`src/rtl/fetch_pkg.sv`:
```
// Shared fetch definitions: datapath widths, default reset PC, NOP encoding and
// the {pc, instr} record carried through the prefetch queue.
package fetch_pkg;

  localparam int unsigned InstrW = 32;
  localparam int unsigned PcW    = 32;

  localparam logic [PcW-1:0]    ResetPcDefault = 32'h0000_0000;
  localparam logic [InstrW-1:0] NopInstr       = 32'h0000_0013;

  typedef logic [PcW-1:0]    pc_t;
  typedef logic [InstrW-1:0] instr_t;

  typedef struct packed {
    pc_t    pc;
    instr_t instr;
  } fetch_entry_t;

  // PC counts words; wraps from all-ones back to zero.
  function automatic pc_t pc_next(input pc_t pc);
    return pc + pc_t'(1);
  endfunction

endpackage

```
`src/rtl/fetch_queue.sv`:
```
// Circular prefetch buffer of QDEPTH {pc, instr} entries with push, pop and flush.
// Caller guarantees no pop when empty and no push when full unless popping too.
module fetch_queue
  import fetch_pkg::*;
#(
  parameter int unsigned QDEPTH = 2,
  localparam int unsigned PtrW  = $clog2(QDEPTH),
  localparam int unsigned CntW  = $clog2(QDEPTH) + 1
) (
  input  logic               clk_i,
  input  logic               rst_i,
  input  logic               flush_i,
  input  logic               push_i,
  input  fetch_entry_t       push_entry_i,
  input  logic               pop_i,
  output fetch_entry_t       head_o,
  output logic [CntW-1:0]    count_o
);

  fetch_entry_t    mem_q [QDEPTH];
  logic [PtrW-1:0] wr_ptr_q, wr_ptr_d;
  logic [PtrW-1:0] rd_ptr_q, rd_ptr_d;
  logic [CntW-1:0] count_q, count_d;

  // Pointer and occupancy next-state; flush wins over push/pop.
  always_comb begin
    wr_ptr_d = wr_ptr_q;
    rd_ptr_d = rd_ptr_q;
    count_d  = count_q;
    if (flush_i) begin
      wr_ptr_d = '0;
      rd_ptr_d = '0;
      count_d  = '0;
    end else begin
      if (push_i) wr_ptr_d = wr_ptr_q + PtrW'(1);
      if (pop_i)  rd_ptr_d = rd_ptr_q + PtrW'(1);
      unique case ({push_i, pop_i})
        2'b10:   count_d = count_q + CntW'(1);
        2'b01:   count_d = count_q - CntW'(1);
        default: count_d = count_q;
      endcase
    end
  end

  // Pointer/occupancy state.
  always_ff @(posedge clk_i or posedge rst_i) begin
    if (rst_i) begin
      wr_ptr_q <= '0;
      rd_ptr_q <= '0;
      count_q  <= '0;
    end else begin
      wr_ptr_q <= wr_ptr_d;
      rd_ptr_q <= rd_ptr_d;
      count_q  <= count_d;
    end
  end

  // Entry storage; contents are only observed through count, so no reset.
  always_ff @(posedge clk_i) begin
    if (push_i && !flush_i) mem_q[wr_ptr_q] <= push_entry_i;
  end

  assign head_o  = (count_q != '0) ? mem_q[rd_ptr_q] : '0;
  assign count_o = count_q;

endmodule

```
`src/rtl/fetch_unit.sv`:
```
// Instruction fetch stage: PC register, instruction-memory read and a prefetch
// queue feeding decode. Redirects flush the queue and restart at the target.
// Optional feature macro: FETCH_PERF_CNT_EN adds fetch/stall performance counters.
module fetch_unit
  import fetch_pkg::*;
#(
  parameter int unsigned    QDEPTH   = 2,
  parameter logic [PcW-1:0] RESET_PC = ResetPcDefault
) (
  input  logic              clk,
  input  logic              rst,
  output logic [PcW-1:0]    imem_addr,
  output logic              imem_re,
  input  logic [InstrW-1:0] imem_out,
  input  logic              redirect_valid,
  input  logic [PcW-1:0]    redirect_pc,
  output logic              dec_valid,
  input  logic              dec_ready,
  output logic [InstrW-1:0] dec_instr,
  output logic [PcW-1:0]    dec_pc
`ifdef FETCH_PERF_CNT_EN
  ,
  output logic [31:0]       perf_fetch_cnt,
  output logic [31:0]       perf_stall_cnt
`endif
);

  localparam int unsigned     CntW   = $clog2(QDEPTH) + 1;
  localparam logic [CntW-1:0] DepthC = CntW'(QDEPTH);

  pc_t             pc_q, pc_d;
  logic            fetch;
  logic            pop;
  logic [CntW-1:0] count;
  fetch_entry_t    head;
  fetch_entry_t    push_entry;

  assign dec_valid = (count != '0);
  // A redirect discards the queue, so a concurrent handshake is not a pop.
  assign pop       = dec_valid && dec_ready && !redirect_valid;
  // Gate with rst so no read is issued while reset is held.
  assign fetch     = !rst && !redirect_valid && ((count < DepthC) || pop);

  assign push_entry = '{pc: pc_q, instr: imem_out};

  fetch_queue #(
    .QDEPTH (QDEPTH)
  ) u_queue (
    .clk_i        (clk),
    .rst_i        (rst),
    .flush_i      (redirect_valid),
    .push_i       (fetch),
    .push_entry_i (push_entry),
    .pop_i        (pop),
    .head_o       (head),
    .count_o      (count)
  );

  // PC next-state: redirect target, sequential advance on fetch, else hold.
  always_comb begin
    pc_d = pc_q;
    if (redirect_valid) begin
      pc_d = redirect_pc;
    end else if (fetch) begin
      pc_d = pc_next(pc_q);
    end
  end

  // PC register.
  always_ff @(posedge clk or posedge rst) begin
    if (rst) pc_q <= RESET_PC;
    else     pc_q <= pc_d;
  end

  assign imem_addr = pc_q;
  assign imem_re   = fetch;
  assign dec_pc    = head.pc;
  assign dec_instr = head.instr;

`ifdef FETCH_PERF_CNT_EN
  logic [31:0] fetch_cnt_q, fetch_cnt_d;
  logic [31:0] stall_cnt_q, stall_cnt_d;

  // Counter next-state; both wrap naturally at 2^32.
  always_comb begin
    fetch_cnt_d = fetch_cnt_q;
    stall_cnt_d = stall_cnt_q;
    if (fetch)                   fetch_cnt_d = fetch_cnt_q + 32'd1;
    if (dec_valid && !dec_ready) stall_cnt_d = stall_cnt_q + 32'd1;
  end

  // Counter registers.
  always_ff @(posedge clk or posedge rst) begin
    if (rst) begin
      fetch_cnt_q <= '0;
      stall_cnt_q <= '0;
    end else begin
      fetch_cnt_q <= fetch_cnt_d;
      stall_cnt_q <= stall_cnt_d;
    end
  end

  assign perf_fetch_cnt = fetch_cnt_q;
  assign perf_stall_cnt = stall_cnt_q;
`else
  // Performance counters not built.
`endif

endmodule

```
`config.mk`:
```
export PLATFORM = sky130hd
export DESIGN_NAME = fetch_unit
export DESIGN_NICKNAME = d
export VERILOG_FILES = /design/src/rtl/fetch_pkg.sv /design/src/rtl/fetch_queue.sv /design/src/rtl/fetch_unit.sv
export SDC_FILE = /design/constraint.sdc
export NUM_CORES = 1
export LEC_CHECK = 0
export BUFFER_PORTS_ARGS = -buffer_cell sky130_fd_sc_hd__buf_2
export CAP_MARGIN = 10
export CELL_PAD_IN_SITES_DETAIL_PLACEMENT = 0
export CELL_PAD_IN_SITES_GLOBAL_PLACEMENT = 1
export CORE_UTILIZATION = 39
export DETAILED_ROUTE_END_ITERATION = 6
export HOLD_SLACK_MARGIN = 0.08
export PLACE_DENSITY = 0.77
export SETUP_SLACK_MARGIN = 0.4
export SLEW_MARGIN = 20
export SYNTH_ARGS = -nofsm -noshare
export SYNTH_HDL_FRONTEND = slang
export SYNTH_SLANG_ARGS = --single-unit
```
`constraint.sdc`:
```
create_clock -name clk -period 7.31 [get_ports clk]
set_input_delay 1.8275 -clock clk [delete_from_list [all_inputs] [get_ports clk]]
set_output_delay 1.8275 -clock clk [all_outputs]
set_load 0.005 [all_outputs]
```
Word-level counts from Yosys, hierarchy flattened
Memories as Yosys holds them, arrays and structs flattened. Index checks and enable logic that the tools add are counted.

Input port bits: 68. Output and inout bits: 98. Word-level logic and storage cells: 36. Bits in writable memories: 128. Memories kept: 1. Bits in registers: 36.

Memories: u_queue.mem_q (words 2, width 64, rd ports 1, clocked after memory_dff 0, wr ports 1, RTL line fetch_queue.sv:20) `fetch_entry_t mem_q [QDEPTH];`.

Equality and inequality tests: 2. $add $sub $neg: 5. Mux-type cells: 11. Order comparisons: 1. Reductions and logical operators: 12.

Operator list (number): $mux 32 (2); $mux 64 (1); $add 32x1->32 const B (1); $mux 1 (6); $reduce_bool 2->1 (3); $logic_and 1x1->1 (5); $pmux 2 s2 (1); $reduce_bool 3->1 (1); $add 1x1->1 const B (2); $add 2x1->2 const B (1); $eq 2x1->1 const B (1); $eq 2x2->1 const B (1); $logic_not 1->1 (2); $lt 2x2->1 const B (1); $mux 2 (1); $sub 2x1->2 const B (1); $logic_or 1x1->1 (1).

Logic depth before layout (Yosys ltp)
Depth after elaboration: 8. Depth in mapped cells: 6. Gate-level depth less buffers: 6.

Modules after synthesis
From an unflattened synthesis, not the netlist that was laid out.

Cell total of the unflattened synthesis: 497. Area total of the unflattened synthesis: 6932.9 µm².

By module, submodules not included: fetch_queue (area each 5099.9 µm², times used 1, cells each 290); fetch_unit (area each 1833.0 µm², times used 1, cells each 207).

Least setup slack after synthesis
No wires, ideal clock.

Kind: input to register. Start point: input port redirect_valid. End point: memory u_queue.mem_q[0][0] (netlist name) (enable). Cell stages on the path: 3. Data required time: 6666 ps. Arrival time: 8276 ps. Path buffers: 2. Setup slack: -1610 ps. Path through: clkbuf_1 clkbuf_1 nor4_1.

Cells in the longest elaborated chain, start to end: 7. Elaborated cells on any way between the ends: 8. Classes of those cells: 2 x mux; 6 x reduce/logical.

RTL lines: from (decl) (RTL line fetch_unit.sv:15) `input logic redirect_valid,`; $logic_not 1->1 * (RTL line fetch_queue.sv:60, fetch_unit.sv:40, fetch_unit.sv:42); $logic_and 1x1->1 (RTL line fetch_unit.sv:40) `assign pop = dec_valid && dec_ready && !redirect_valid;`; $logic_or 1x1->1 (RTL line fetch_unit.sv:42) `assign fetch = !rst && !redirect_valid && ((count < DepthC) || pop);`; $logic_and 1x1->1 (RTL line fetch_unit.sv:42); $logic_and 1x1->1 * (RTL line fetch_queue.sv:60) `if (push_i && !flush_i) mem_q[wr_ptr_q] <= push_entry_i;`; $mux 1 * (RTL line fetch_queue.sv:60); $mux 1 (implied by the code) * (RTL line fetch_queue.sv:60); to (decl) (RTL line fetch_queue.sv:20).

Mark *: on every way between the ends. The rest lies on a longest branch, timed or not.

Worst setup path after layout
Start point: input port dec_ready. End point: output port imem_re.

Cells in the longest elaborated chain, start to end: 4.

RTL lines: from (decl) (RTL line fetch_unit.sv:18) `input logic dec_ready,`; $logic_and 1x1->1 (2 in series) (RTL line fetch_unit.sv:40); $logic_or 1x1->1 (RTL line fetch_unit.sv:42); $logic_and 1x1->1 (RTL line fetch_unit.sv:42); to (decl) (RTL line fetch_unit.sv:13) `output logic imem_re,`.

No other way between the ends.

==> run metrics <==
status=completed; Mapped Cells=510; Rel. slew slack=0.379; PortBufs=165; Hold Path Class=flip-flop to flip-flop; crit end category=primary output; Max Slew Vio Count=0; commonest non-fill, non-tap cell in the layout=buf_2; Top cell by count, worst path=buf_2; Initial Util=0.398; measured slew at the worst slew-check pin=0.932 ns; Crit Path Max Fanout=7; antenna violations before repair=0; wire per inst=15.9 um; Clock Path Buffers=2; # fillers=1,556; share of post-route cells with drive strength above 1=0.303; max incr delay on CP=0.47 ns; DP Cell Count=879; Num CTS Buffers=17; Tcrit/Tclk final=0.622; nets@finish=743; core area=17,200 um2; post_cts resized=0; CP Data Required Time=5.48 ns; die area=18,100 um2; power per cell area=266 nW/um2; vias per cell=4.87; DRC=0; GR Overflow Total=0; vias in the first global route=4,357; number of cell rows=48; VDD IR max=0.153 mV; Setup Buffers After CTS=0; CTS tree=built; top-level port count=166; Max-Cap Viols=0; sequential cell area=4750 um2; initial drt markers=247; Pleak=3.32 nW; Num Clock Sinks=164; Setup WS post-layout=2.77 ns; RSZ-0062 raised after global routing=false; Vias=4,440; syn avg cell area=13.4 um2; total global-route track usage=0.168; CP max-delay cell=nor2b_1; worst setup path class=primary input to primary output; root buffer cell=clkbuf_16; Die Width=134 um; Yosys cell types=30; post-DP HPWL=9.55 mm; CTS H-tree depth=4; Final Hold Fails=0; drt pass-1 iters=6; Post-Layout Cell Count=912; ANT cells=0; Arr. time, crit path=2.72 ns; YS warnings=0; Clock transition at path regs=0.06 ns; fmax=0.220 GHz; DIE HEIGHT=134 um; total power=2.28 mW; Routability Congestion=0.776; Setup WS pre-CTS=2.50 ns; largest net degree at the start of global routing=72; syn nets=579; worst-path cell chain=buf_2, nor2b_1, nor3_1, buf_2; Critical Path Source Type=primary input; Netlist Area Pre-Place=6830 um2; Reg2Reg Setup Slack=4.72 ns; Buffers & Inverters on Critical Path=2; clock insertion delay at the later pin of the skew report=0.42 ns; area of the multi-input gates=2000 um2; clock skew=0.00504 ns; Tmin final=4.54 ns; most frequent cells in the layout=buf_2 (164), edfxtp_1 (128), nor2_1 (70); CP top delay family=simple AND/OR/NAND/NOR gates; Detail Route Antenna Nets=0; P&R area growth vs syn=25.5%; final hold slack=0.545 ns; Seq cells post-synth=164; Post-CTS Hold Buffers=0; first-pass GRT wire length=22.9 mm; final setup vio count=0; final setup TNS=0 ns; final WL=14.5 mm; Seq/Total Area, Yosys=0.694
layout make-up:
cell class	instances	share of cell area
Sequential cell	164	0.554
Tap cell	225	0.0328
Multi-Input combinational cell	316	0.233
Clock inverter	13	0.0241
Clock buffer	19	0.0505
Timing Repair Buffer	170	0.103
Inverter	5	0.00219
final timing paths:
| check | from | end | cells past startpoint |
|---|---|---|---|
| setup / recovery | dec_ready | imem_re | 4 |
| hold / removal | imem_addr[31] | u_queue.mem_q[1][63] | 0 |
| setup reg to reg | imem_addr[5] | imem_addr[31] | 5 |
| hold reg to reg | imem_addr[31] | u_queue.mem_q[1][63] | 0 |
| max in group asynchronous | rst | u_queue.rd_ptr_q | 3 |
| min in group asynchronous | rst | u_queue.count_o[0] | 3 |
registers in the layout, summed over array words and instances (netlist names):
name	flops
imem_addr	32
u_queue.wr_ptr_q	1
u_queue.count_o	2
u_queue.rd_ptr_q	1
u_queue.mem_q	128
report_power, final:
part | internal, mW | switching (mW) | total (mW)
Clock | 0.606 | 0.348 | 0.954
Sequential | 1.07 | 0.0504 | 1.12
Combinational | 0.0949 | 0.112 | 0.207
through the flow:
| step | instance area [um2] | utilization |
|---|---|---|
| after floorplan | 6840 | - |
| after global placement | 7910 | 0.460 |
| after detailed placement | 7910 | 0.460 |
| after CTS | 8540 | 0.497 |
| after global routing | 8570 | 0.499 |
| final | 8570 | 0.499 |
cells by family (layout without fill, tap and decap cells):
kind of cell	after synthesis	after routing	synth area share
muxes	66	66	0.0967
and+or+nand+nor	180	180	0.122
AOI/OAI and AO/OA	37	37	0.0277
xor gates and xnor gates	32	32	0.0410
DFF	164	164	0.694
adders and majority gates	1	1	0.00183
buffers and inverters	30	207	0.0165
metal layers:
layer | GRT usage | share of wire
met5 | 0 | 0
met2 | 0.282 | 0.49
met1 | 0.212 | 0.44
met4 | 0.0543 | 0.014
met3 | 0.0446 | 0.052
worst reg2reg max path, stage by stage, from the launching register on:
cell and delay [ns]:
dfrtp_1 0.49, and4_1 0.30, nand4_1 0.46, or4_4 0.70, or4_1 0.49, nand3_1 0.09
synthesized netlist by cell type:
cell type  number  share of area
and3_1          5         0.0046
nand2b_1        2         0.0018
mux2i_1        66          0.097
edfxtp_1      128           0.56
or3_1           1        0.00092
a21oi_1         2         0.0015
and2_1          4         0.0037
o21ai_1         1        0.00073
nor2_1         71          0.039
nand2_1        51          0.028
nor2b_1         3         0.0027
xnor2_1        17          0.022
nand3_1         9         0.0066
buf_1           8         0.0044
nand4_4         1         0.0031
or4_1           1         0.0011
nor4_1         13          0.012
nor3_1          6         0.0044
or4_4           2         0.0033
clkbuf_1       17         0.0093
nand4_1         8         0.0073
or2_2           1        0.00092
ha_1            1         0.0018
xor2_1         15          0.019
dfrtp_1        36           0.13
inv_1           5         0.0027
and4_1          2         0.0026
a211oi_1        1         0.0011
a31oi_1         1        0.00092
o21ai_0        32          0.023
Power figures use the tool's default switching activity.
